$ cat config.mk
export PLATFORM = sky130hd
export DESIGN_NAME = bitty_sequencer_flat
export DESIGN_NICKNAME = d
export VERILOG_FILES = /design/src/rtl/bitty_sequencer_pkg.sv /design/src/rtl/bitty_sequencer_if.sv /design/src/rtl/bitty_sequencer_pc_counter.sv /design/src/rtl/bitty_sequencer.sv /design/src/flat_wrapper.sv
export SDC_FILE = /design/constraint.sdc
export NUM_CORES = 1
export LEC_CHECK = 0
export ABC_AREA = 1
export BUFFER_PORTS_ARGS = -buffer_cell sky130_fd_sc_hd__buf_2
export CORE_UTILIZATION = 45
export DETAILED_ROUTE_END_ITERATION = 8
export PLACE_DENSITY = 0.73
export SLEW_MARGIN = 15
export SYNTH_ARGS = -nofsm -noshare
export SYNTH_HDL_FRONTEND = slang
export SYNTH_SLANG_ARGS = --single-unit
$ cat constraint.sdc
create_clock -name clk -period 2.9 [get_ports clk]
set_input_delay 0.435 -clock clk [delete_from_list [all_inputs] [get_ports clk]]
set_output_delay 0.435 -clock clk [all_outputs]
set_load 0.01 [all_outputs]
$ cat src/rtl/bitty_sequencer_pkg.sv
// -----------------------------------------------------------------------------
// bitty_pkg
// Shared definitions for the Bitty control sequencer: instruction width,
// Rx field location, halt-format encoding and the FSM state enumeration.
// No ports.
// -----------------------------------------------------------------------------
package bitty_pkg;

  localparam int INSTR_W = 16;
  localparam int RX_MSB  = 15;
  localparam int RX_LSB  = 13;

  // Low two bits of an instruction select its format; 2'b11 means halt.
  localparam logic [1:0] FMT_HALT = 2'b11;

  typedef enum logic [2:0] {
    ST_IDLE   = 3'd0,
    ST_FETCH  = 3'd1,
    ST_LOAD   = 3'd2,
    ST_EXEC_S = 3'd3,
    ST_EXEC_C = 3'd4,
    ST_WB     = 3'd5,
    ST_HALT   = 3'd6
  } state_t;

  function automatic logic is_halt(input logic [INSTR_W-1:0] ins);
    return ins[1:0] == FMT_HALT;
  endfunction

endpackage

$ cat src/rtl/bitty_sequencer_if.sv
// -----------------------------------------------------------------------------
// bitty_sequencer_if
// Bundles the instruction-memory fetch handshake and the datapath enable
// interface seen by the sequencer.
//   imem_req/imem_addr     : fetch request and address (sequencer -> imem)
//   imem_valid/imem_data   : fetch response (imem -> sequencer)
//   instr, en_i/en_s/en_c  : instruction word and phase enables (-> datapath)
//   en_reg                 : one-hot register writeback enable (-> datapath)
//   dp_done                : datapath completion strobe (datapath -> sequencer)
// master = sequencer side, slave = memory/datapath side.
// -----------------------------------------------------------------------------
interface bitty_sequencer_if #(
  parameter int PC_W     = 8,
  parameter int NUM_REGS = 8
);
  import bitty_pkg::*;

  logic                imem_req;
  logic [PC_W-1:0]     imem_addr;
  logic                imem_valid;
  logic [INSTR_W-1:0]  imem_data;
  logic [INSTR_W-1:0]  instr;
  logic                en_i;
  logic                en_s;
  logic                en_c;
  logic [NUM_REGS-1:0] en_reg;
  logic                dp_done;

  modport master (
    output imem_req, imem_addr, instr, en_i, en_s, en_c, en_reg,
    input  imem_valid, imem_data, dp_done
  );

  modport slave (
    input  imem_req, imem_addr, instr, en_i, en_s, en_c, en_reg,
    output imem_valid, imem_data, dp_done
  );

endinterface

$ cat src/rtl/bitty_sequencer_pc_counter.sv
// -----------------------------------------------------------------------------
// bitty_pc_counter
// Program counter (wraps modulo 2^PC_W) and retired-instruction counter
// (saturates at all-ones). Both advance together on inc.
//   clk, reset   : clock, asynchronous active-high reset
//   inc          : one instruction retired this cycle
//   pc           : current program counter
//   instr_count  : retired instruction count
// -----------------------------------------------------------------------------
module bitty_pc_counter #(
  parameter int PC_W  = 8,
  parameter int CNT_W = 16
) (
  input  logic             clk,
  input  logic             reset,
  input  logic             inc,
  output logic [PC_W-1:0]  pc,
  output logic [CNT_W-1:0] instr_count
);

  logic [PC_W-1:0]  pc_q;
  logic [CNT_W-1:0] count_q;

  always_ff @(posedge clk or posedge reset) begin
    if (reset) begin
      pc_q    <= '0;
      count_q <= '0;
    end else if (inc) begin
      pc_q <= pc_q + PC_W'(1);
      if (count_q != '1) begin
        count_q <= count_q + CNT_W'(1);
      end
    end
  end

  assign pc          = pc_q;
  assign instr_count = count_q;

endmodule

$ cat src/rtl/bitty_sequencer.sv
// -----------------------------------------------------------------------------
// bitty_sequencer
// Control FSM for the Bitty datapath: fetches an instruction over the imem
// handshake, then steps it through load, compute-S, compute-C and writeback.
// Tracks PC, retired count, halt status and a sticky protocol-error flag.
//   clk, reset    : clock, asynchronous active-high reset
//   run           : 1 = fetch/execute, 0 = stop at next instruction boundary
//   bus (master)  : imem handshake + datapath enables (bitty_sequencer_if)
//   busy          : FSM not in IDLE or HALT
//   halted        : halt instruction captured
//   err           : sticky, dp_done missing during EXEC_C
//   pc            : current program counter
//   instr_count   : retired instructions, saturating
//
// state   | meaning
// --------+---------------------------------------------------------------
// IDLE    | stopped; wait for run
// FETCH   | imem_req high, wait for imem_valid, capture instruction
// LOAD    | en_i: datapath latches instr
// EXEC_S  | en_s: datapath loads S
// EXEC_C  | en_c: datapath loads C, dp_done expected
// WB      | en_reg one-hot on Rx, retire (pc+1, count+1), sample run
// HALT    | halt instruction seen; terminal until reset
// -----------------------------------------------------------------------------
module bitty_sequencer
  import bitty_pkg::*;
#(
  parameter int PC_W     = 8,
  parameter int NUM_REGS = 8
) (
  input  logic                   clk,
  input  logic                   reset,
  input  logic                   run,
  bitty_sequencer_if.master      bus,
  output logic                   busy,
  output logic                   halted,
  output logic                   err,
  output logic [PC_W-1:0]        pc,
  output logic [15:0]            instr_count
);

  localparam logic [2:0] S_IDLE   = 3'(ST_IDLE);
  localparam logic [2:0] S_FETCH  = 3'(ST_FETCH);
  localparam logic [2:0] S_LOAD   = 3'(ST_LOAD);
  localparam logic [2:0] S_EXEC_S = 3'(ST_EXEC_S);
  localparam logic [2:0] S_EXEC_C = 3'(ST_EXEC_C);
  localparam logic [2:0] S_WB     = 3'(ST_WB);
  localparam logic [2:0] S_HALT   = 3'(ST_HALT);

  logic [2:0]          state_q;
  logic [2:0]          state_d;
  logic [INSTR_W-1:0]  instr_q;
  logic                err_q;
  logic                retire;
  logic [PC_W-1:0]     pc_w;
  logic [NUM_REGS-1:0] rx_onehot;

  always_comb begin
    state_d = state_q;
    case (state_q)
      S_IDLE:   if (run) state_d = S_FETCH;
      S_FETCH:  if (bus.imem_valid) state_d = is_halt(bus.imem_data) ? S_HALT : S_LOAD;
      S_LOAD:   state_d = S_EXEC_S;
      S_EXEC_S: state_d = S_EXEC_C;
      S_EXEC_C: state_d = S_WB;
      S_WB:     state_d = run ? S_FETCH : S_IDLE;
      S_HALT:   state_d = S_HALT;
      default:  state_d = S_IDLE;
    endcase
  end

  always_ff @(posedge clk or posedge reset) begin
    if (reset) begin
      state_q <= S_IDLE;
      instr_q <= '0;
      err_q   <= 1'b0;
    end else begin
      state_q <= state_d;
      // imem_valid is only meaningful while a fetch is outstanding.
      if (state_q == S_FETCH && bus.imem_valid) begin
        instr_q <= bus.imem_data;
      end
      // The FSM advances regardless; the missing strobe is only recorded.
      if (state_q == S_EXEC_C && !bus.dp_done) begin
        err_q <= 1'b1;
      end
    end
  end

  assign retire = (state_q == S_WB);

  bitty_pc_counter #(
    .PC_W  (PC_W),
    .CNT_W (16)
  ) u_cnt (
    .clk         (clk),
    .reset       (reset),
    .inc         (retire),
    .pc          (pc_w),
    .instr_count (instr_count)
  );

  assign rx_onehot = NUM_REGS'(1) << instr_q[RX_MSB:RX_LSB];

  assign bus.imem_req  = (state_q == S_FETCH);
  assign bus.imem_addr = pc_w;
  assign bus.instr     = instr_q;
  assign bus.en_i      = (state_q == S_LOAD);
  assign bus.en_s      = (state_q == S_EXEC_S);
  assign bus.en_c      = (state_q == S_EXEC_C);
  assign bus.en_reg    = retire ? rx_onehot : '0;

  assign busy   = (state_q != S_IDLE) && (state_q != S_HALT);
  assign halted = (state_q == S_HALT);
  assign err    = err_q;
  assign pc     = pc_w;

endmodule

$ cat src/flat_wrapper.sv
// flat-port wrapper written by rule: the top's interface ports become plain ports
module bitty_sequencer_flat import bitty_pkg::*;
#(
  parameter int PC_W     = 8,
  parameter int NUM_REGS = 8
)
  (clk, reset, run, busy, halted, err, pc, instr_count, bus_imem_req, bus_imem_addr, bus_instr, bus_en_i, bus_en_s, bus_en_c, bus_en_reg, bus_imem_valid, bus_imem_data, bus_dp_done);
  bitty_sequencer_if #(.PC_W(PC_W), .NUM_REGS(NUM_REGS)) bus_i ();
  input  logic clk;
  input  logic reset;
  input  logic run;
  output logic busy;
  output logic halted;
  output logic err;
  output logic [PC_W-1:0] pc;
  output logic [15:0] instr_count;
  output wire logic [$bits(bus_i.imem_req)-1:0] bus_imem_req;
  output wire logic [$bits(bus_i.imem_addr)-1:0] bus_imem_addr;
  output wire logic [$bits(bus_i.instr)-1:0] bus_instr;
  output wire logic [$bits(bus_i.en_i)-1:0] bus_en_i;
  output wire logic [$bits(bus_i.en_s)-1:0] bus_en_s;
  output wire logic [$bits(bus_i.en_c)-1:0] bus_en_c;
  output wire logic [$bits(bus_i.en_reg)-1:0] bus_en_reg;
  input wire logic [$bits(bus_i.imem_valid)-1:0] bus_imem_valid;
  input wire logic [$bits(bus_i.imem_data)-1:0] bus_imem_data;
  input wire logic [$bits(bus_i.dp_done)-1:0] bus_dp_done;
  assign bus_imem_req = bus_i.imem_req;
  assign bus_imem_addr = bus_i.imem_addr;
  assign bus_instr = bus_i.instr;
  assign bus_en_i = bus_i.en_i;
  assign bus_en_s = bus_i.en_s;
  assign bus_en_c = bus_i.en_c;
  assign bus_en_reg = bus_i.en_reg;
  assign bus_i.imem_valid = bus_imem_valid;
  assign bus_i.imem_data = bus_imem_data;
  assign bus_i.dp_done = bus_dp_done;
  bitty_sequencer #(.PC_W(PC_W), .NUM_REGS(NUM_REGS)) u_core (.clk(clk), .reset(reset), .run(run), .bus(bus_i), .busy(busy), .halted(halted), .err(err), .pc(pc), .instr_count(instr_count));
endmodule
# Word level (Yosys, flattened, before mapping)
# Cells that the tools add are included.
[op_classes] addsub=2 eq_ne=11 shifts=1 mux=6 n_reduce_logical=8
[op_table] op="$pmux W3 S7" n=1
[op_table] op="$add A16 B1 Y16 const B" n=1
[op_table] op="$ne A16 B16 Y1 const B" n=1
[op_table] op="$eq A3 B3 Y1 const B" n=3
[op_table] op="$mux W3" n=3
[op_table] op="$add A8 B1 Y8 const B" n=1
[op_table] op="$mux W8" n=1
[op_table] op="$shl A1 B3 Y8 const A" n=1
[op_table] op="$eq A3 B2 Y1 const B" n=2
[op_table] op="$reduce_and A2 Y1" n=2
[op_table] op="$eq A3 B1 Y1 const B" n=1
[op_table] op="$logic_and A1 B1 Y1" n=3
[op_table] op="$logic_not A3 Y1" n=1
[op_table] op="$ne A3 B3 Y1 const B" n=1
[op_table] op="$reduce_bool A3 Y1" n=1
[op_table] op="$eq A2 B2 Y1 const B" n=1
[op_table] op="$ne A2 B1 Y1 const B" n=1
[op_table] op="$ne A2 B2 Y1 const B" n=1
[op_table] op="$logic_not A1 Y1" n=1
[op_table] op="$mux W1" n=1
[totals] register_bits=44 inputBits=21 out_inout_bits=63 word_cells=33

# Logic depth before layout (Yosys ltp)
[logic_depth] depth_word=4 depth_mapped=9

# Hierarchy
# Synthesis repeated with hierarchy kept, for this count alone.
[unflattened] cells_unflattened=318 area_unflattened_um2=2438.6
[by_module_without_submodules] module="bitty_pc_counter" instances=1 cells_each=186 area_each_um2=1405.1 seq_area_each_um2=600.6
[by_module_without_submodules] module="bitty_sequencer" instances=1 cells_each=132 area_each_um2=1033.5 seq_area_each_um2=500.5

# Worst setup path after synthesis
# No wires, ideal clock.
[synth_path] path_type="reg2reg" startpoint="register u_core.u_cnt.count_q[0] (netlist: u_core.u_cnt.instr_count[0])" endpoint="register u_core.u_cnt.count_q[10] (netlist: u_core.u_cnt.instr_count[10])" arrival_ns=1.378 required_time_ns=2.782 path_slack_ns=1.405 stages_incl_launch_ff=10 path_buffers=1 path_cell_list="dfrtp_1 ha_1 nand3_2 inv_2 nand2_1 nor2_2 nor2_1 buf_6 nand2_2 o21ai_2"
[synth_via] elab_chain_cells=2 elab_cells_between_ends=3 classes_between="add/sub (1); eq/ne (1); reduce/logical (1)"
[synth_lines] element="start: declaration" line_no="bitty_sequencer_pc_counter.sv:22" rtl="logic [CNT_W-1:0] count_q;"
[synth_lines] element="start signal: assignment" line_no="bitty_sequencer_pc_counter.sv:31" rtl="count_q <= count_q + CNT_W'(1);"
[synth_lines] element="branches (longest 2 deep; another with $add A16 B1 Y16)"
# Several ways; the timed one is not identified.
# A chain may end at the register's enable or synchronous reset.

# Worst setup path in the final report
[layout_path] startpoint="register u_core.state_q[2]" endpoint="output bus_en_reg[2]"
[layout_via] elab_chain_cells=2
[layout_lines] element="start: declaration" line_no="bitty_sequencer.sv:50" rtl="logic [2:0] state_q;"
[layout_lines] element="start signal: assignment" line_no="bitty_sequencer.sv:78" rtl="state_q <= state_d;"
[layout_lines] element="$eq A3 B3 Y1" line_no="bitty_sequencer.sv:90" rtl="assign retire = (state_q == S_WB);"
[layout_lines] element="$mux W8" line_no="bitty_sequencer.sv:111" rtl="assign bus.en_reg = retire ? rx_onehot : '0;"
[layout_lines] element="end: declaration" line_no="flat_wrapper.sv:23" rtl="output wire logic [$bits(bus_i.en_reg)-1:0] bus_en_reg;"
# No other way between the ends.

==> results.toml <==
[status]
run_status = "completed"

[synthesis]
synthXorXnorAreaFrac = 0.0299
muxShareOfSynthArea = 0
avgSynthCellArea_um2 = 7.77
yosys.area_share.simple = 0.350
syn_nets = 325
synth_top_family_by_area = "simple AND/OR/NAND/NOR gates"
netlist_instances = 302
seq_area_frac_synth = 0.469
synth_cell_types = 28
synth_compound_area_frac = 0.0491
ys_ff_latch = 44
synthAdderAreaFrac = 0.0107
syn_area_mm2 = 0.00235
yosysWarningCount = 0

[worst_setup_path]
start_kind = "flop"
crit_path_max_fanout = 8
ff2ff_path_depth = 7
cpPeakStageDelay_ns = 0.54
cp_num_buf_inv = 2
r2r_end = "u_core.u_cnt.instr_count[2]$_DFFE_PP0P_"
required_ns = 2.47
reg2reg_slack_ns = 1.10
crit_slowest_cell = "dfrtp_1"
worstSetupStartpoint = "u_core.state_q[2]$_DFFE_PP0P_"
crit_end = "bus_en_reg[2]"
path_delay_family = "flip-flops"
reg2reg_from = "u_core.u_cnt.instr_count[0]$_DFFE_PP0P_"
worstSetupPathDepth = 5
setup.worst_path.end_class = "output port"
cp_cell_sequence = "nand3_4, inv_2, nand2_1, nor2_1, buf_2"
cp_data_arrival_time_ns = 1.54
path_class = "reg2out"

[clocking]
cts_hold_buf = 0
h-tree-depth = 2
cts_setup_buffers = 0
cts_tree = "yes"
clockBufferDepth = 2
clk_latency_ns = 0.30
clock-sinks = 44
cts-buffers-inserted = 5
cts.reportedPaths.clkPinSlew_ns = 0.09
cts-root-buf = "clkbuf_8"
ctsResizeCount = 0

[global_routing]
grt_max_degree = 25
antenna_found_initial = 0
grt_overflow = 0
grt_pass1_vias = 1883
grt_usage = 0.193
grt_first_pass_wirelength_mm = 8.28

[place]
place_area_mm2 = 0.00275
io_buffers = 83
hpwl_mm = 3.75
gp_congestion = 0.830
dp.cells = 438

[timing]
hold_viol_final = 0
finalMaxSlewViolations = 0
fin_crit_sh = 0.681
fmax_mhz = 506
min_period_ns = 1.97
tightest_slew_ns = 0.715
fin_skew_ns = 0.00711
setup_viol = 0
slew_headroom = 0.520
rsz0062_at_grt = "no"
fin_tns_setup_ns = 0

[finish]
drive_gt1_frac = 0.303
final-instance-count-excl-fill = 446
n_antenna_cell = 0
fin_util = 0.586
layout.nets = 401
fin_area_mm2 = 0.00286
syn_to_final_growth_pct = 21.9

[floorplanning]
rows = 25
dieArea_mm2 = 0.00551
coreArea_mm2 = 0.00488
die_w_um = 74.2
die_h_um = 74.2
initial_core_util = 0.481
ios = 84

[detailed_routing]
drc = 0
wirelength_mm = 4.97
wl_per_cell_um = 11.1
drtIter0Drc = 88
drtAntennaViolNets = 0
vias = 2143
vias_per_cell = 4.80
drtPass1Iterations = 4

[power_and_ir_drop]
finalPower_uw = 2210
p_leak_uw = 0.00155
peakVddDrop_v = 0.000435
pwr_density_cell_mw_per_mm2 = 774

[worst_hold_path]
min_path_type = "in2async"

[flow_run]
maxCapViolCount = 0
report_power, final:
part           total, uW  leakage [uW]  internal [uW]  switching, uW
clock                475     0.0000548            259            216
sequential           950      0.000570            784            166
combinational        787      0.000920            307            480
total               2210       0.00155           1350            862
registers in the layout (all words and copies together), names as in the netlist:
name / cells
u_core.u_cnt.pc: 8
u_core.bus.instr: 16
u_core.err: 1
u_core.u_cnt.instr_count: 16
u_core.state_q: 3
final cells by class:
type                    instances  area (um2)
flip-flops and latches         44        1100
repair buffers                 85         430
clock inverters                 3        46.3
fillers                       463        2020
well taps                      67        83.8
multi-input cells             216        1030
inverters                      26        98.8
clock buffers                   5        68.8
cell usage in the layout, fill, tap and decap left out, types with 5 or more instances in the layout:
master / count
nand2_1: 106
nand4_1: 9
xnor2_1: 7
nand2_2: 5
inv_1: 20
buf_2: 83
nor2_2: 5
nand3_1: 22
o21ai_0: 5
clkbuf_8: 5
a21oi_1: 6
nor2_1: 32
dfrtp_1: 44
through the flow:
stage          hold WS, ns  worst slack [ns]
6_report             0.151             0.925
4_1_cts              0.172             0.919
2_1_floorplan        0.506              1.40
3_5_place_dp         0.458              1.10
3_3_place_gp         0.453              1.22
5_1_grt              0.195             0.800
worst reg2reg max path, cell delays in order (launching register included):
cell and delay [ns]:
dfrtp_1 0.46, ha_1 0.28, nand3_2 0.12, inv_2 0.07
nand4_1 0.33, nand2_1 0.30, nand2_1 0.08, o21ai_0 0.08
Yosys cell counts, drive strengths merged:
cell type	count	area share
xor2	1	0.0037
clkinv	1	0.0021
nand2	111	0.18
xnor2	7	0.026
a21oi	6	0.013
nor2	38	0.069
o21bai	1	0.0032
dfrtp	44	0.47
nor3	1	0.0021
nand3b	4	0.013
buf	14	0.046
nand3	24	0.059
inv	25	0.040
o22ai	2	0.0053
o21ai	10	0.028
clkbuf	2	0.0032
nand4	9	0.024
ha	2	0.011
kinds of logic (layout without fill, tap and decap cells):
family | count (synthesis) | count (layout)
AOI/OAI and AO/OA | 19 | 19
and+or+nand+nor | 187 | 187
DFF | 44 | 44
buffers and inverters | 42 | 119
adders and majority gates | 2 | 2
xor gates and xnor gates | 8 | 8
metal layers:
metal | share of wire | vias up | GRT usage
li1 | - | 1099 | -
met3 | 0.040 | 4 | 0.0379
met2 | 0.48 | 55 | 0.336
met1 | 0.48 | 985 | 0.244
met5 | 0 | - | 0
met4 | 0.0081 | 0 | 0.0491
how the worst min path moves through the flow:
stage	startpoint	to	slack, ns	depth (start not counted)
after floorplan	u_core.bus.instr[10]$_DFFE_PP0P_	u_core.bus.instr[10]$_DFFE_PP0P_	0.51	2
after global placement	u_core.bus.instr[11]$_DFFE_PP0P_	u_core.bus.instr[11]$_DFFE_PP0P_	0.45	2
after detailed placement	u_core.bus.instr[6]$_DFFE_PP0P_	u_core.bus.instr[6]$_DFFE_PP0P_	0.46	2
after CTS	reset	u_core.bus.instr[14]$_DFFE_PP0P_	0.17	2
after global routing	reset	u_core.bus.instr[14]$_DFFE_PP0P_	0.20	2
final	reset	u_core.bus.instr[14]$_DFFE_PP0P_	0.15	2
Note: power is estimated with default switching activity, not from simulation.
